==> config.mk <==
export PLATFORM = sky130hd
export DESIGN_NAME = reader_cmdgen
export DESIGN_NICKNAME = d
export VERILOG_FILES = /design/src/rtl/gen2_pkg.sv /design/src/rtl/crc_serial.sv /design/src/rtl/reader_cmdgen.sv
export SDC_FILE = /design/constraint.sdc
export NUM_CORES = 1
export LEC_CHECK = 0
export CORE_ASPECT_RATIO = 0.75
export CORE_MARGIN = 2
export CORE_UTILIZATION = 30
export CTS_BUF_LIST = sky130_fd_sc_hd__clkbuf_4 sky130_fd_sc_hd__clkbuf_8
export DETAILED_ROUTE_END_ITERATION = 6
export GPL_ROUTABILITY_DRIVEN = 0
export SLEW_MARGIN = 10
export SYNTH_ARGS = -nofsm -noshare
export SYNTH_HDL_FRONTEND = slang
export SYNTH_SLANG_ARGS = --single-unit
==> constraint.sdc <==
create_clock -name bitclk -period 2.8 [get_ports bitclk]
set_input_delay 0.7 -clock bitclk [delete_from_list [all_inputs] [get_ports bitclk]]
set_output_delay 0.7 -clock bitclk [all_outputs]
set_load 0.02 [all_outputs]
==> src/rtl/gen2_pkg.sv <==
// Shared Gen2 definitions: command encodings, opcodes, frame lengths and CRC constants.
// Used by the reader command generator and the tag-side blocks.
package gen2_pkg;

  typedef enum logic [2:0] {
    CMD_QUERYREP = 3'd0,
    CMD_ACK      = 3'd1,
    CMD_QUERY    = 3'd2,
    CMD_QUERYADJ = 3'd3,
    CMD_NACK     = 3'd4,
    CMD_REQRN    = 3'd5
  } cmd_e;

  typedef enum logic [1:0] {
    ST_IDLE    = 2'd0,
    ST_PAYLOAD = 2'd1,
    ST_CRC     = 2'd2
  } state_e;

  typedef enum logic [1:0] {
    CRC_NONE = 2'd0,
    CRC_5    = 2'd1,
    CRC_16   = 2'd2
  } crc_kind_e;

  localparam logic [1:0] OP_QUERYREP = 2'b00;
  localparam logic [1:0] OP_ACK      = 2'b01;
  localparam logic [3:0] OP_QUERY    = 4'b1000;
  localparam logic [3:0] OP_QUERYADJ = 4'b1001;
  localparam logic [7:0] OP_NACK     = 8'b11000000;
  localparam logic [7:0] OP_REQRN    = 8'b11000001;

  // Total frame lengths on air, CRC included.
  localparam logic [5:0] LEN_QUERYREP = 6'd4;
  localparam logic [5:0] LEN_ACK      = 6'd18;
  localparam logic [5:0] LEN_QUERY    = 6'd22;
  localparam logic [5:0] LEN_QUERYADJ = 6'd9;
  localparam logic [5:0] LEN_NACK     = 6'd8;
  localparam logic [5:0] LEN_REQRN    = 6'd40;
  localparam logic [5:0] PLEN_QUERY   = 6'd17;
  localparam logic [5:0] PLEN_REQRN   = 6'd24;

  localparam logic [4:0]  CRC5_PRESET_DEF  = 5'b01001;
  localparam logic [4:0]  CRC5_POLY        = 5'b01001;
  localparam logic [15:0] CRC16_PRESET_DEF = 16'hFFFF;
  localparam logic [15:0] CRC16_POLY       = 16'h1021;

  function automatic logic cmd_legal(input logic [2:0] c);
    return (c <= 3'd5);
  endfunction

endpackage

==> src/rtl/crc_serial.sv <==
// Serial CRC5 and CRC16 LFSRs. Preset loads both, enable clocks one data bit in,
// shift freezes feedback and moves the register out MSB first.
module crc_serial
  import gen2_pkg::*;
#(
  parameter logic [4:0]  CRC5_PRESET  = CRC5_PRESET_DEF,
  parameter logic [15:0] CRC16_PRESET = CRC16_PRESET_DEF
) (
  input  logic clk,
  input  logic reset,
  input  logic preset,
  input  logic enable,
  input  logic shift,
  input  logic din,
  output logic crc5_msb,
  output logic crc16_msb
);

  logic [4:0]  crc5_q,  crc5_d;
  logic [15:0] crc16_q, crc16_d;

  always_comb begin
    crc5_d  = crc5_q;
    crc16_d = crc16_q;
    if (preset) begin
      crc5_d  = CRC5_PRESET;
      crc16_d = CRC16_PRESET;
    end else if (enable) begin
      crc5_d  = {crc5_q[3:0], 1'b0}  ^ ((crc5_q[4]  ^ din) ? CRC5_POLY  : 5'd0);
      crc16_d = {crc16_q[14:0], 1'b0} ^ ((crc16_q[15] ^ din) ? CRC16_POLY : 16'd0);
    end else if (shift) begin
      crc5_d  = {crc5_q[3:0], 1'b0};
      crc16_d = {crc16_q[14:0], 1'b0};
    end else begin
      crc5_d  = crc5_q;
      crc16_d = crc16_q;
    end
  end

  always_ff @(posedge clk or posedge reset) begin
    if (reset) begin
      crc5_q  <= 5'd0;
      crc16_q <= 16'd0;
    end else begin
      crc5_q  <= crc5_d;
      crc16_q <= crc16_d;
    end
  end

  assign crc5_msb  = crc5_q[4];
  assign crc16_msb = crc16_q[15];

endmodule

==> src/rtl/reader_cmdgen.sv <==
// Reader-side Gen2 command serializer: latches a command, shifts it out MSB first
// one bit per bitclk and appends CRC5 (Query) or inverted CRC16 (ReqRN).
module reader_cmdgen
  import gen2_pkg::*;
#(
  parameter logic [4:0]  CRC5_PRESET  = CRC5_PRESET_DEF,
  parameter logic [15:0] CRC16_PRESET = CRC16_PRESET_DEF
) (
  input  logic        bitclk,
  input  logic        reset,
  input  logic        start,
  input  logic [2:0]  cmd_sel,
  input  logic [1:0]  session,
  input  logic [15:0] rn16,
  input  logic        dr,
  input  logic [1:0]  m,
  input  logic        trext,
  input  logic [1:0]  sel,
  input  logic        target,
  input  logic [3:0]  q,
  input  logic [2:0]  updn,
  output logic        bitout,
  output logic        bitout_valid,
  output logic        busy,
  output logic        done,
  output logic        err
);

  state_e    state_q, state_d;
  logic [23:0] shreg_q, shreg_d;
  logic [5:0]  cnt_q, cnt_d;
  logic [5:0]  plen_q, plen_d;
  logic [5:0]  tlen_q, tlen_d;
  crc_kind_e kind_q, kind_d;
  logic bitout_q, bitout_d;
  logic busy_q, busy_d;
  logic done_q, done_d;
  logic err_q, err_d;

  logic accept_s, reject_s, last_payload_s, last_bit_s;
  logic crc5_msb_s, crc16_msb_s;

  // busy_q also covers the done cycle, so a start there is ignored.
  assign accept_s       = (state_q == ST_IDLE) && !busy_q && start &&  cmd_legal(cmd_sel);
  assign reject_s       = (state_q == ST_IDLE) && !busy_q && start && !cmd_legal(cmd_sel);
  assign last_payload_s = (state_q == ST_PAYLOAD) && (cnt_q == plen_q - 6'd1);
  assign last_bit_s     = (state_q != ST_IDLE) && (cnt_q == tlen_q - 6'd1);

  crc_serial #(
    .CRC5_PRESET  (CRC5_PRESET),
    .CRC16_PRESET (CRC16_PRESET)
  ) u_crc (
    .clk       (bitclk),
    .reset     (reset),
    .preset    (accept_s),
    .enable    (state_q == ST_PAYLOAD),
    .shift     (state_q == ST_CRC),
    .din       (shreg_q[23]),
    .crc5_msb  (crc5_msb_s),
    .crc16_msb (crc16_msb_s)
  );

  always_ff @(posedge bitclk or posedge reset) begin
    if (reset) begin
      state_q <= ST_IDLE;
    end else begin
      state_q <= state_d;
    end
  end

  always_comb begin
    state_d = state_q;
    case (state_q)
      ST_IDLE: begin
        if (accept_s) state_d = ST_PAYLOAD;
        else          state_d = ST_IDLE;
      end
      ST_PAYLOAD: begin
        if (last_payload_s) state_d = (kind_q == CRC_NONE) ? ST_IDLE : ST_CRC;
        else                state_d = ST_PAYLOAD;
      end
      ST_CRC: begin
        if (last_bit_s) state_d = ST_IDLE;
        else            state_d = ST_CRC;
      end
      default: state_d = ST_IDLE;
    endcase
  end

  always_comb begin
    shreg_d = shreg_q;
    cnt_d   = cnt_q;
    plen_d  = plen_q;
    tlen_d  = tlen_q;
    kind_d  = kind_q;
    if (accept_s) begin
      cnt_d = 6'd0;
      case (cmd_sel)
        CMD_QUERYREP: begin
          shreg_d = {OP_QUERYREP, session, 20'd0};
          plen_d = LEN_QUERYREP; tlen_d = LEN_QUERYREP; kind_d = CRC_NONE;
        end
        CMD_ACK: begin
          shreg_d = {OP_ACK, rn16, 6'd0};
          plen_d = LEN_ACK; tlen_d = LEN_ACK; kind_d = CRC_NONE;
        end
        CMD_QUERY: begin
          shreg_d = {OP_QUERY, dr, m, trext, sel, session, target, q, 7'd0};
          plen_d = PLEN_QUERY; tlen_d = LEN_QUERY; kind_d = CRC_5;
        end
        CMD_QUERYADJ: begin
          shreg_d = {OP_QUERYADJ, session, updn, 15'd0};
          plen_d = LEN_QUERYADJ; tlen_d = LEN_QUERYADJ; kind_d = CRC_NONE;
        end
        CMD_NACK: begin
          shreg_d = {OP_NACK, 16'd0};
          plen_d = LEN_NACK; tlen_d = LEN_NACK; kind_d = CRC_NONE;
        end
        CMD_REQRN: begin
          shreg_d = {OP_REQRN, rn16};
          plen_d = PLEN_REQRN; tlen_d = LEN_REQRN; kind_d = CRC_16;
        end
        default: begin
          shreg_d = 24'd0;
          plen_d = 6'd0; tlen_d = 6'd0; kind_d = CRC_NONE;
        end
      endcase
    end else if (state_q == ST_PAYLOAD) begin
      shreg_d = {shreg_q[22:0], 1'b0};
      cnt_d   = last_bit_s ? 6'd0 : cnt_q + 6'd1;
    end else if (state_q == ST_CRC) begin
      cnt_d = last_bit_s ? 6'd0 : cnt_q + 6'd1;
    end else begin
      cnt_d = cnt_q;
    end
  end

  always_comb begin
    bitout_d = 1'b0;
    case (state_q)
      ST_PAYLOAD: bitout_d = shreg_q[23];
      ST_CRC:     bitout_d = (kind_q == CRC_16) ? ~crc16_msb_s : crc5_msb_s;
      default:    bitout_d = 1'b0;
    endcase
    busy_d = (state_q != ST_IDLE);
    done_d = last_bit_s;
    err_d  = reject_s;
  end

  always_ff @(posedge bitclk or posedge reset) begin
    if (reset) begin
      shreg_q  <= 24'd0;
      cnt_q    <= 6'd0;
      plen_q   <= 6'd0;
      tlen_q   <= 6'd0;
      kind_q   <= CRC_NONE;
      bitout_q <= 1'b0;
      busy_q   <= 1'b0;
      done_q   <= 1'b0;
      err_q    <= 1'b0;
    end else begin
      shreg_q  <= shreg_d;
      cnt_q    <= cnt_d;
      plen_q   <= plen_d;
      tlen_q   <= tlen_d;
      kind_q   <= kind_d;
      bitout_q <= bitout_d;
      busy_q   <= busy_d;
      done_q   <= done_d;
      err_q    <= err_d;
    end
  end

  assign bitout       = bitout_q;
  assign bitout_valid = busy_q;
  assign busy         = busy_q;
  assign done         = done_q;
  assign err          = err_q;

endmodule

After elaboration in Yosys (flattened, before gate mapping)
Cells that the tools add are included.
{"block": "totals", "register_bits": 71, "inputBits": 38, "output_inout_bits": 5, "wordCells": 70}
{"block": "op_classes", "n_addsub": 3, "magnitude_cmp": 1, "eq_ne": 10, "n_mux": 25, "bitwise": 5, "reduce_logical": 14}
{"cell": "one-hot mux 24 bit (6 select lines)", "count": 1}
{"cell": "2-to-1 mux 16 bit", "count": 3}
{"cell": "2-to-1 mux 24 bit", "count": 2}
{"cell": "one-hot mux 6 bit (6 select lines)", "count": 1}
{"cell": "one-hot mux 5 bit (6 select lines)", "count": 1}
{"cell": "2-to-1 mux 6 bit", "count": 4}
{"cell": "bitwise XOR 16 bit", "count": 1}
{"cell": "2-to-1 mux 5 bit", "count": 3}
{"cell": "2-to-1 mux 13 bit", "count": 1}
{"cell": "equality test 6 bit", "count": 2}
{"cell": "subtractor 6 x 1 -> 6 bit, second input constant", "count": 2}
{"cell": "adder 6 x 1 -> 6 bit, second input constant", "count": 1}
{"cell": "equality test 3 x 2 -> 1 bit, second input constant", "count": 2}
{"cell": "equality test 3 bit, second input constant", "count": 2}
{"cell": "logical AND 1 bit", "count": 6}
{"cell": "2-to-1 mux 2 bit", "count": 3}
{"cell": "one-hot mux 2 bit (3 select lines)", "count": 1}
{"cell": "bitwise XOR 5 bit", "count": 1}
{"cell": "equality test 2 bit, second input constant", "count": 2}
{"cell": "logical NOT 2 bit", "count": 2}
{"cell": "2-to-1 mux 4 bit", "count": 1}
{"cell": "one-hot mux 2 bit (2 select lines)", "count": 1}
{"cell": "nonzero test 2 bit", "count": 2}
{"cell": "equality test 3 x 1 -> 1 bit, second input constant", "count": 1}
{"cell": "other kinds (9)", "count": 12}

Logic depth before layout (Yosys ltp)
Gate-level depths: netlist (run 1).
{"block": "depth", "ltp_word": 7, "ltp_mapped": 8}

Cells and area by module
From an unflattened synthesis (run 1), not the netlist that was laid out.
{"block": "unflattened", "hier_cells": 381, "hier_area_um2": 3717.3}
{"module": "reader_cmdgen", "instances": 1, "cells_each": 284, "area_per_inst_um2": 2721.4, "seq_area_each_um2": 1151.1}
{"module": "crc_serial", "instances": 1, "cells_each": 97, "area_per_inst_um2": 996.0, "seq_area_each_um2": 525.5}

Worst setup path after synthesis (run 1)
No wires, ideal clock.
{"block": "synth_timing", "path_type": "input port to flip-flop", "start": "input port cmd_sel[0]", "end": "register shreg_q[1]", "setup_time_ns": 0.077, "t_arrival_ns": 1.735, "required_time_ns": 2.723, "slack_ns": 0.987, "stages": 6, "n_path_buf": 2, "cell_sequence": "buf_2 > nor2b_1 > and3_1 > clkbuf_1 > a21oi_1 > a21oi_1"}
{"block": "synth_via", "elab_chain_cells": 3}
{"element": "start, declared", "line": "reader_cmdgen.sv:12", "source": "input logic [2:0] cmd_sel,"}
{"element": "equality test 3 bit, or another cell as far along", "line": "reader_cmdgen.sv:98", "source": "case (cmd_sel)"}
{"element": "one-hot mux 24 bit (6 select lines) or logical AND 1 bit (tied branches)", "line": "reader_cmdgen.sv:98, reader_cmdgen.sv:44"}
{"element": "2-to-1 mux 24 bit or nonzero test 2 bit (tied branches)"}
{"element": "end signal, assigned", "line": "reader_cmdgen.sv:162", "source": "shreg_q <= shreg_d;"}
{"element": "end, declared", "line": "reader_cmdgen.sv:30", "source": "logic [23:0] shreg_q, shreg_d;"}
Parallel ways exist; a longest one is shown, timed or not.
A chain may end at the register's enable or synchronous reset.

Worst setup path in the final report (run 1)
{"block": "layout_timing", "start": "input port cmd_sel[2]", "end": "register u_crc.crc5_q[1]"}
{"block": "layout_via", "elab_chain_cells": 3}
{"element": "<= comparator 3 bit (*)", "line": "gen2_pkg.sv:49", "source": "return (c <= 3'd5);"}
{"element": "logical AND 1 bit (*)", "line": "reader_cmdgen.sv:44", "source": "assign accept_s = (state_q == ST_IDLE) && !busy_q && start && cmd_legal(cmd_sel);"}
{"element": "nonzero test 3 bit (no line) or 2-to-1 mux 5 bit (tied branches)"}
{"element": "end signal, assigned", "line": "crc_serial.sv:45", "source": "crc5_q <= crc5_d;"}
{"element": "end, declared", "line": "crc_serial.sv:19", "source": "logic [4:0] crc5_q, crc5_d;"}
Mark *: on every way between the ends. The rest lies on a longest branch, timed or not.

==> Flow_metrics.wiki, run 1 <==
{| class="wikitable"
! Metric !! Value
|-
| Class of the most critical setup path || in -> reg
|-
| Final cell area excluding filler cells || 0.00453 mm^2
|-
| Fillcell total || 1182
|-
| Post-cts resize count || 0
|-
| Average via count per standard cell || 4.88
|-
| Diode count || 0
|-
| Grt total ovfl || 0
|-
| Post-synth design cell area || 0.00365 mm^2
|-
| Footprint of the multi-input gates || 0.00179 mm^2
|-
| Initial core utilization || 31.1%
|-
| Largest net degree at the start of global routing || 59
|-
| Shortest period the worst path allows || 2.27 ns
|-
| Max IR drop VDD || 0.000349 V
|-
| Routed WL per cell || 15.0 um
|-
| Unrepaired setup endpoints after global routing || false
|-
| Synth warnings || 0
|-
| Placed Instance Area || 0.00432 mm^2
|-
| Status || complete, no violations
|-
| Buffers from clock root to sink, at most || 2
|-
| Endpoint arrival time on the critical path || 2.48 ns
|-
| Power per cell area || 1070 mW/mm^2
|-
| Slack of the worst reg-to-reg path || 0.70 ns
|-
| Nature of the critical path endpoint || register
|-
| Final Total Pwr || 4.83 mW
|-
| Seq. cell area || 0.00168 mm^2
|-
| Width of the chip || 131 um
|-
| Cells along the critical path || clkdlybuf4s50_1, nand2_1, a211oi_4, buf_12, o21ai_0
|-
| H-tree depth || 3
|-
| Total wire length after detailed routing || 9000 um
|-
| Critical Path Max Stage Delay || 0.66 ns
|-
| DIE HEIGHT || 99.5 um
|-
| Maximum capacitance violations || 0
|-
| Fin Clk Skew || 0.00691 ns
|-
| Worst-path cell with the longest stage delay || sky130_fd_sc_hd__clkdlybuf4s50_1
|-
| Total leakage power || 1.96 nW
|-
| CTS tree || done
|-
| Post-route DRC violation count || 0
|-
| Cell count after synthesis || 391
|-
| Buffer type at the clock tree root || sky130_fd_sc_hd__clkbuf_8
|-
| Wire length of the first global-routing pass || 14800 um
|-
| Hold path startpoint || u_crc.crc16_q[2]
|-
| Worst-case reg-to-reg path depth || 6
|-
| Share of the core filled with cells in the final layout || 38.6%
|-
| Critical register-to-register path startpoint || state_q[0]
|-
| Reg clk slew, reported paths || 0.07 ns
|-
| Smallest hold slack || 0.483 ns
|-
| Reg2reg end || u_crc.crc5_q[1]
|-
| Tot GR Track Use || 14.2%
|-
| Number of antenna violations at the first check in global routing || 0
|-
| Post-synthesis to final-layout area growth || 24.3%
|-
| Number of nets in the finished design || 480
|-
| Critical Path End || u_crc.crc5_q[1]
|-
| Vias in the first global route || 2793
|-
| Top fanout value on the critical path || 39
|-
| Die area || 0.0131 mm^2
|-
| Detailed router's first-iteration violation count || 234
|-
| Number of port buffers || 42
|-
| Buffers plus inverters on the worst setup path || 2
|-
| Critical path depth || 5
|-
| Clock Sinks || 67
|-
| 1st-pass router iterations || 4
|-
| Final setup fails || 0
|-
| Fraction of final layout cells with drive strength greater than 1 || 11.8%
|-
| Required @ worst endpoint || 3.02 ns
|-
| Post-DRT Antenna Nets || 0
|-
| DPL Wire Length || 6530 um
|-
| Unique cell type count in the Yosys netlist || 50
|-
| Type of the worst min-delay path || reg -> reg
|-
| Final number of hold-violating endpoints || 0
|-
| Post-CTS setup-driven buffer insertion count || 0
|-
| I/O pin cnt || 43
|-
| Upper clock frequency limit || 0.441 GHz
|-
| Fraction of the yosys area taken by sequential cells || 46.0%
|-
| Slew Limit Fails || 0
|-
| Delay-heaviest family, CP || buffers and inverters
|-
| Via total after detailed routing || 2930
|-
| Headroom to the max-slew limit || 54.4%
|-
| Clock buffers created by TritonCTS || 9
|-
| CP Launch Point || cmd_sel[2]
|-
| Period Utilization, post-route || 80.9%
|-
| Placeable Area || 0.0117 mm^2
|-
| Element type at the critical path start || input port
|-
| Average cell area after synthesis || 9.33 um^2
|-
| Flip-flop and latch count after synthesis || 67
|-
| Number of cell rows || 34
|-
| Number of buffers inserted for hold repair after clock tree synthesis || 0
|-
| Worst-margin pin slew || 0.681 ns
|-
| Setup TNS Final || 0 ns
|-
| Clk Latency, worst-skew pair || 0.34 ns
|-
| Total nets after synthesis || 436
|}
-- layout make-up --
| class | instances | share of cell area [%] |
|---|---|---|
| Multi-Input combinational cell | 281 | 39.5 |
| Sequential cell | 67 | 37.0 |
| Timing Repair Buffer | 58 | 12.8 |
| Tap cell | 162 | 4.47 |
| Clock buffer | 14 | 4.11 |
| Inverter | 18 | 1.49 |
| Clock inverter | 1 | 0.662 |
-- cell usage after synthesis, drive strengths merged --
cell | number | share of area, %
a211oi | 1 | 0.34
a21o | 1 | 0.21
a21oi | 29 | 4.1
a221o | 1 | 0.27
a221oi | 9 | 2.3
a22o | 1 | 0.24
a22oi | 1 | 0.21
a31oi | 3 | 0.51
and3 | 3 | 0.55
and3b | 1 | 0.24
buf | 14 | 2.1
clkbuf | 11 | 1.1
dfrtp | 67 | 46
ha | 7 | 2.4
inv | 18 | 1.9
mux2 | 9 | 2.8
mux2i | 24 | 6.6
nand2 | 56 | 5.8
nand2b | 1 | 0.17
nand3 | 8 | 1.1
nand3b | 1 | 0.21
nor2 | 31 | 3.2
nor2b | 2 | 0.34
nor3 | 6 | 0.82
nor3b | 2 | 0.41
nor4 | 4 | 0.86
nor4b | 2 | 0.65
o2111ai | 2 | 0.96
o21a | 1 | 0.21
o21ai | 43 | 5.9
o21ba | 2 | 0.55
o22ai | 2 | 0.34
o31ai | 3 | 0.62
o32ai | 1 | 0.24
o41ai | 1 | 0.24
or2 | 1 | 0.17
or4 | 2 | 0.41
xnor2 | 12 | 2.9
xor2 | 8 | 2.1
-- cell families after synthesis --
| family | after synthesis | synth area share (%) |
|---|---|---|
| adder cells (fa/ha/maj) | 7 | 2.40 |
| buffers and inverters | 43 | 5.11 |
| AO/OA/AOI/OAI | 101 | 17.3 |
| XOR/XNOR | 20 | 5.01 |
| flip-flops | 67 | 46.0 |
| AND/OR/NAND/NOR | 120 | 14.9 |
| multiplexers | 33 | 9.37 |
-- per-stage QoR --
| stage | worst slack, ns | instances |
|---|---|---|
| floorplan | 0.417 | 391 |
| global placement | 0.239 | 586 |
| detailed placement | 0.172 | 586 |
| CTS | 0.552 | 601 |
| global route | 0.414 | 601 |
| finish | 0.535 | 601 |
-- placed cells by master (no fill, tap or decap), drive strengths merged, types with 2 or more instances in the layout --
| cell | instances |
|---|---|
| and3 | 3 |
| nand3 | 8 |
| mux2i | 24 |
| nor4 | 4 |
| buf | 16 |
| nand2 | 56 |
| o21ai | 43 |
| o21ba | 2 |
| or4 | 2 |
| ha | 7 |
| dfrtp | 67 |
| o22ai | 2 |
| xnor2 | 12 |
| nor2b | 2 |
| a21oi | 29 |
| nor3 | 6 |
| inv | 18 |
| o2111ai | 2 |
| a221oi | 9 |
| o31ai | 3 |
| nor4b | 2 |
| xor2 | 8 |
| clkbuf | 14 |
| clkdlybuf4s50 | 42 |
| a31oi | 3 |
| nor3b | 2 |
| nor2 | 31 |
| mux2 | 9 |
-- state kept, by name (all words and copies together) (netlist names) --
name           flops
tlen_q             5
done               1
err                1
u_crc.crc16_q     16
bitout             1
plen_q             4
cnt_q              6
u_crc.crc5_q       5
shreg_q           24
state_q            2
kind_q             1
bitout_valid       1
-- tightest hold or removal path: stages (launching register included) --
cell,delay [ns]
sky130_fd_sc_hd__dfrtp_1,0.35
sky130_fd_sc_hd__nand2_1,0.05
sky130_fd_sc_hd__o21ai_0,0.06
-- worst min path at each step --
stage,cells after the start,slack (ns),end
6_report,2,0.48,u_crc.crc16_q[2]
5_1_grt,2,0.51,u_crc.crc16_q[7]
4_1_cts,2,0.49,u_crc.crc16_q[2]
3_5_place_dp,2,0.47,u_crc.crc16_q[2]
3_3_place_gp,2,0.46,u_crc.crc16_q[7]
2_1_floorplan,2,0.45,u_crc.crc5_q[1]
-- report_power, final --
part           internal [mW]  leakage [nW]  switching (mW)
sequential              1.44         0.816           0.380
combinational          0.997          1.03            1.14
clock                  0.515         0.112           0.361
-- metal layers --
| metal | part of all wire [%] | vias up | track usage (%) |
|---|---|---|---|
| met4 | 0.90 | 0 | 4.26 |
| met3 | 5.9 | 8 | 3.57 |
| met5 | 0 | - | 0 |
| li1 | - | 1449 | - |
| met1 | 51 | 1396 | 21.8 |
| met2 | 42 | 77 | 19.5 |
Note: power is estimated with default switching activity, not from simulation.
==> inputs of run 2 (changes only) <==
clock period = 1.85 ns   (was 2.8 ns; I/O delays follow)
==> run 2 against run 1 <==
Against the previous run: via count is 6.5% higher; hold slack worse by 0.0026 ns; clock power up 36%; sequential share of layout area decreased by 2.8 points; critical path depth increased by 1; routed wire length is 3.8% higher; sequential cell count unchanged; highest routed layer unchanged; largest cell class unchanged; critical endpoint is now state_q[0].
==> Flow_metrics.wiki, run 2 (synthesis results as in run 1) <==
{| class="wikitable"
! Metric !! Value
|-
| Status || complete, no violations
|-
| Number of cell rows || 34 (unchanged)
|-
| Fin Clk Skew || 0.00942 ns (+0.00251 ns)
|-
| Routed WL per cell || 14.7 um (-1.7%)
|-
| Grt total ovfl || 0 (unchanged)
|-
| Flip-flop count of the largest register, all copies and words added || 24 (unchanged)
|-
| Max IR drop VDD || 0.000559 V (+60%)
|-
| Number of buffers inserted for hold repair after clock tree synthesis || 0 (unchanged)
|-
| Fillcell total || 1149 (-2.8%)
|-
| Top fanout value on the critical path || 3 (-92%)
|-
| Largest net degree at the start of global routing || 68 (+15%)
|-
| Final setup fails || 0 (unchanged)
|-
| Die area || 0.0131 mm^2 (unchanged)
|-
| Width of the chip || 131 um (unchanged)
|-
| Buffers from clock root to sink, at most || 2 (unchanged)
|-
| Via total after detailed routing || 3119 (+6.5%)
|-
| Final cell area excluding filler cells || 0.00490 mm^2 (+8.2%)
|-
| Post-DRT Antenna Nets || 0 (unchanged)
|-
| DIE HEIGHT || 99.5 um (unchanged)
|-
| GR Layer Usage met3 || 3.82% (+0.25 points)
|-
| Nature of the critical path endpoint || register
|-
| Type of the worst min-delay path || reg -> reg
|-
| Required @ worst endpoint || 2.09 ns (-0.93 ns)
|-
| Initial core utilization || 31.1% (unchanged)
|-
| Total leakage power || 2.14 nW (+9.4%)
|-
| Reg clk slew, reported paths || 0.08 ns (about the same)
|-
| Placed Instance Area || 0.00456 mm^2 (+5.7%)
|-
| Leading cell types in the layout, fill and taps excluded || 67 x sky130_fd_sc_hd__dfrtp_1, 56 x sky130_fd_sc_hd__nand2_1, 40 x sky130_fd_sc_hd__clkdlybuf4s50_1, 40 x sky130_fd_sc_hd__buf_4, 39 x sky130_fd_sc_hd__o21ai_0
|-
| Wire length of the first global-routing pass || 15300 um (+3.6%)
|-
| Final number of hold-violating endpoints || 0 (unchanged)
|-
| Power per cell area || 1590 mW/mm^2 (+49%)
|-
| Buffer type at the clock tree root || sky130_fd_sc_hd__clkbuf_8
|-
| Largest registers || shreg_q: 24 flops, u_crc.crc16_q: 16 flops, cnt_q: 6 flops
|-
| Vias in the first global route || 3066 (+9.8%)
|-
| Worst-margin pin slew || 0.467 ns (-0.214 ns)
|-
| Detailed router's first-iteration violation count || 258 (+10%)
|-
| Footprint of the multi-input gates || 0.00188 mm^2 (+5.0%)
|-
| H-tree depth || 3 (unchanged)
|-
| Final Total Pwr || 7.80 mW (+61%)
|-
| Period Utilization, post-route || 97.9%
|-
| Slack of the critical path || 0.0395 ns (-0.495 ns)
|-
| DPL Wire Length || 6780 um (+3.7%)
|-
| Post-synthesis to final-layout area growth || 34.4%
|-
| Maximum capacitance violations || 0 (unchanged)
|-
| 1st-pass router iterations || 4 (unchanged)
|-
| Global routing met2 resource utilization || 21.4% (+1.9 points)
|-
| Most flop-heavy register || shreg_q
|-
| CTS tree || done
|-
| Element type at the critical path start || register
|-
| Endpoint arrival time on the critical path || 2.05 ns (-0.43 ns)
|-
| Upper clock frequency limit || 0.552 GHz
|-
| Layer with the highest usage after global routing || met1
|-
| Number of port buffers || 42 (unchanged)
|-
| Unrepaired setup endpoints after global routing || true
|-
| Diode count || 0 (unchanged)
|-
| Post-route DRC violation count || 0 (unchanged)
|-
| I/O pin cnt || 43 (unchanged)
|-
| Average via count per standard cell || 4.91 (+0.75%)
|-
| Clock Sinks || 67 (unchanged)
|-
| Number of antenna violations at the first check in global routing || 0 (unchanged)
|-
| Clock buffers created by TritonCTS || 9 (unchanged)
|-
| Number of nets in the finished design || 513 (+6.9%)
|-
| Seq. cell area || 0.00168 mm^2 (unchanged)
|-
| Class of the most critical setup path || reg -> reg
|-
| Headroom to the max-slew limit || 68.8% (+14 points)
|-
| Cell count after placement || 613 (+4.6%)
|-
| Pre-CTS setup slack || -0.289 ns (-0.460 ns)
|-
| Shortest period the worst path allows || 1.81 ns
|-
| Clk Latency, worst-skew pair || 0.35 ns (about the same)
|-
| Tot GR Track Use || 14.7% (+0.48 points)
|-
| Fraction of final layout cells with drive strength greater than 1 || 21.1% (+9.3 points)
|-
| Slew Limit Fails || 0 (unchanged)
|-
| Placeable Area || 0.0117 mm^2 (unchanged)
|-
| Most common cell after layout, fill and taps aside || sky130_fd_sc_hd__dfrtp_1
|-
| Global Route met1 Usage || 21.7% (-0.14 points)
|-
| Fin cells || 635 (+5.7%)
|-
| Total wire length after detailed routing || 9340 um (+3.8%)
|}
run 2: cell types whose count changed in the layout (fill, tap and decap cells not counted), moves of 3 or more:
cell / before / now
sky130_fd_sc_hd__buf_12: 3 / 6
sky130_fd_sc_hd__buf_4: 13 / 40
sky130_fd_sc_hd__buf_6: 0 / 3
sky130_fd_sc_hd__clkbuf_8: 13 / 9
sky130_fd_sc_hd__clkinv_2: 0 / 3
sky130_fd_sc_hd__clkinvlp_4: 0 / 3
sky130_fd_sc_hd__ha_1: 7 / 3
sky130_fd_sc_hd__inv_1: 17 / 14
run 2: final cells by class:
class | count | area share (%)
inverter | 18 | 1.45
tap | 162 | 4.13
timing repair buffer | 91 | 17.9
sequential | 67 | 34.2
clock buffer | 9 | 2.53
clock inverter | 7 | 1.40
multi-input combinational | 281 | 38.4
run 2: worst paths after layout:
check,from,to,slack [ns],cells after the start
max in group asynchronous,reset,u_crc.crc5_q[3],1.00,3
setup reg to reg,plen_q[0],state_q[0],0.04,6
hold reg to reg,u_crc.crc16_q[3],u_crc.crc16_q[3],0.48,2
hold / removal,u_crc.crc16_q[3],u_crc.crc16_q[3],0.48,2
setup / recovery,plen_q[0],state_q[0],0.04,6
min in group asynchronous,reset,u_crc.crc16_q[9],0.54,3
run 2: repair_timing:
item | 4_1_cts | 5_1_grt
setup buffers | 4 | 2
endpoints found under the setup margin | 3 | 49
pin swaps | 1 | 6
resized for setup | 2 | 23
cloned | 0 | 0
endpoints found under the hold margin | 0 | 0
run 2: routing by layer:
layer | up-vias | part of all wire (%) | routed length [um]
met1 | 1516 | 52 | 4820
met3 | 10 | 3.9 | 368
met5 | - | 0 | 0
met4 | 0 | 1.1 | 105
met2 | 71 | 43 | 4050
li1 | 1522 | - | -
run 2: metrics by stage:
| stage | TNS (ns) | util, % | hold WS, ns |
|---|---|---|---|
| finish | 0 | 41.8 | 0.480 |
| global route | -0.101 | 41.8 | 0.513 |
| CTS | 0 | 40.8 | 0.487 |
| detailed placement | -8.20 | 38.8 | 0.471 |
| global placement | -7.86 | 38.8 | 0.461 |
| floorplan | 0 | - | 0.450 |
run 2: power breakdown:
| part | switching [mW] | internal (mW) |
|---|---|---|
| registers | 0.555 | 2.17 |
| logic | 1.98 | 1.90 |
| clock network | 0.576 | 0.616 |
run 2: worst max-delay path, cell delays in order (launching register included):
cell and delay (ns):
sky130_fd_sc_hd__dfrtp_1 0.41, sky130_fd_sc_hd__buf_4 0.15, sky130_fd_sc_hd__nor3_1 0.33, sky130_fd_sc_hd__xor2_1 0.16, sky130_fd_sc_hd__nor4_4 0.33, sky130_fd_sc_hd__a21oi_1 0.12
sky130_fd_sc_hd__o21ba_2 0.20
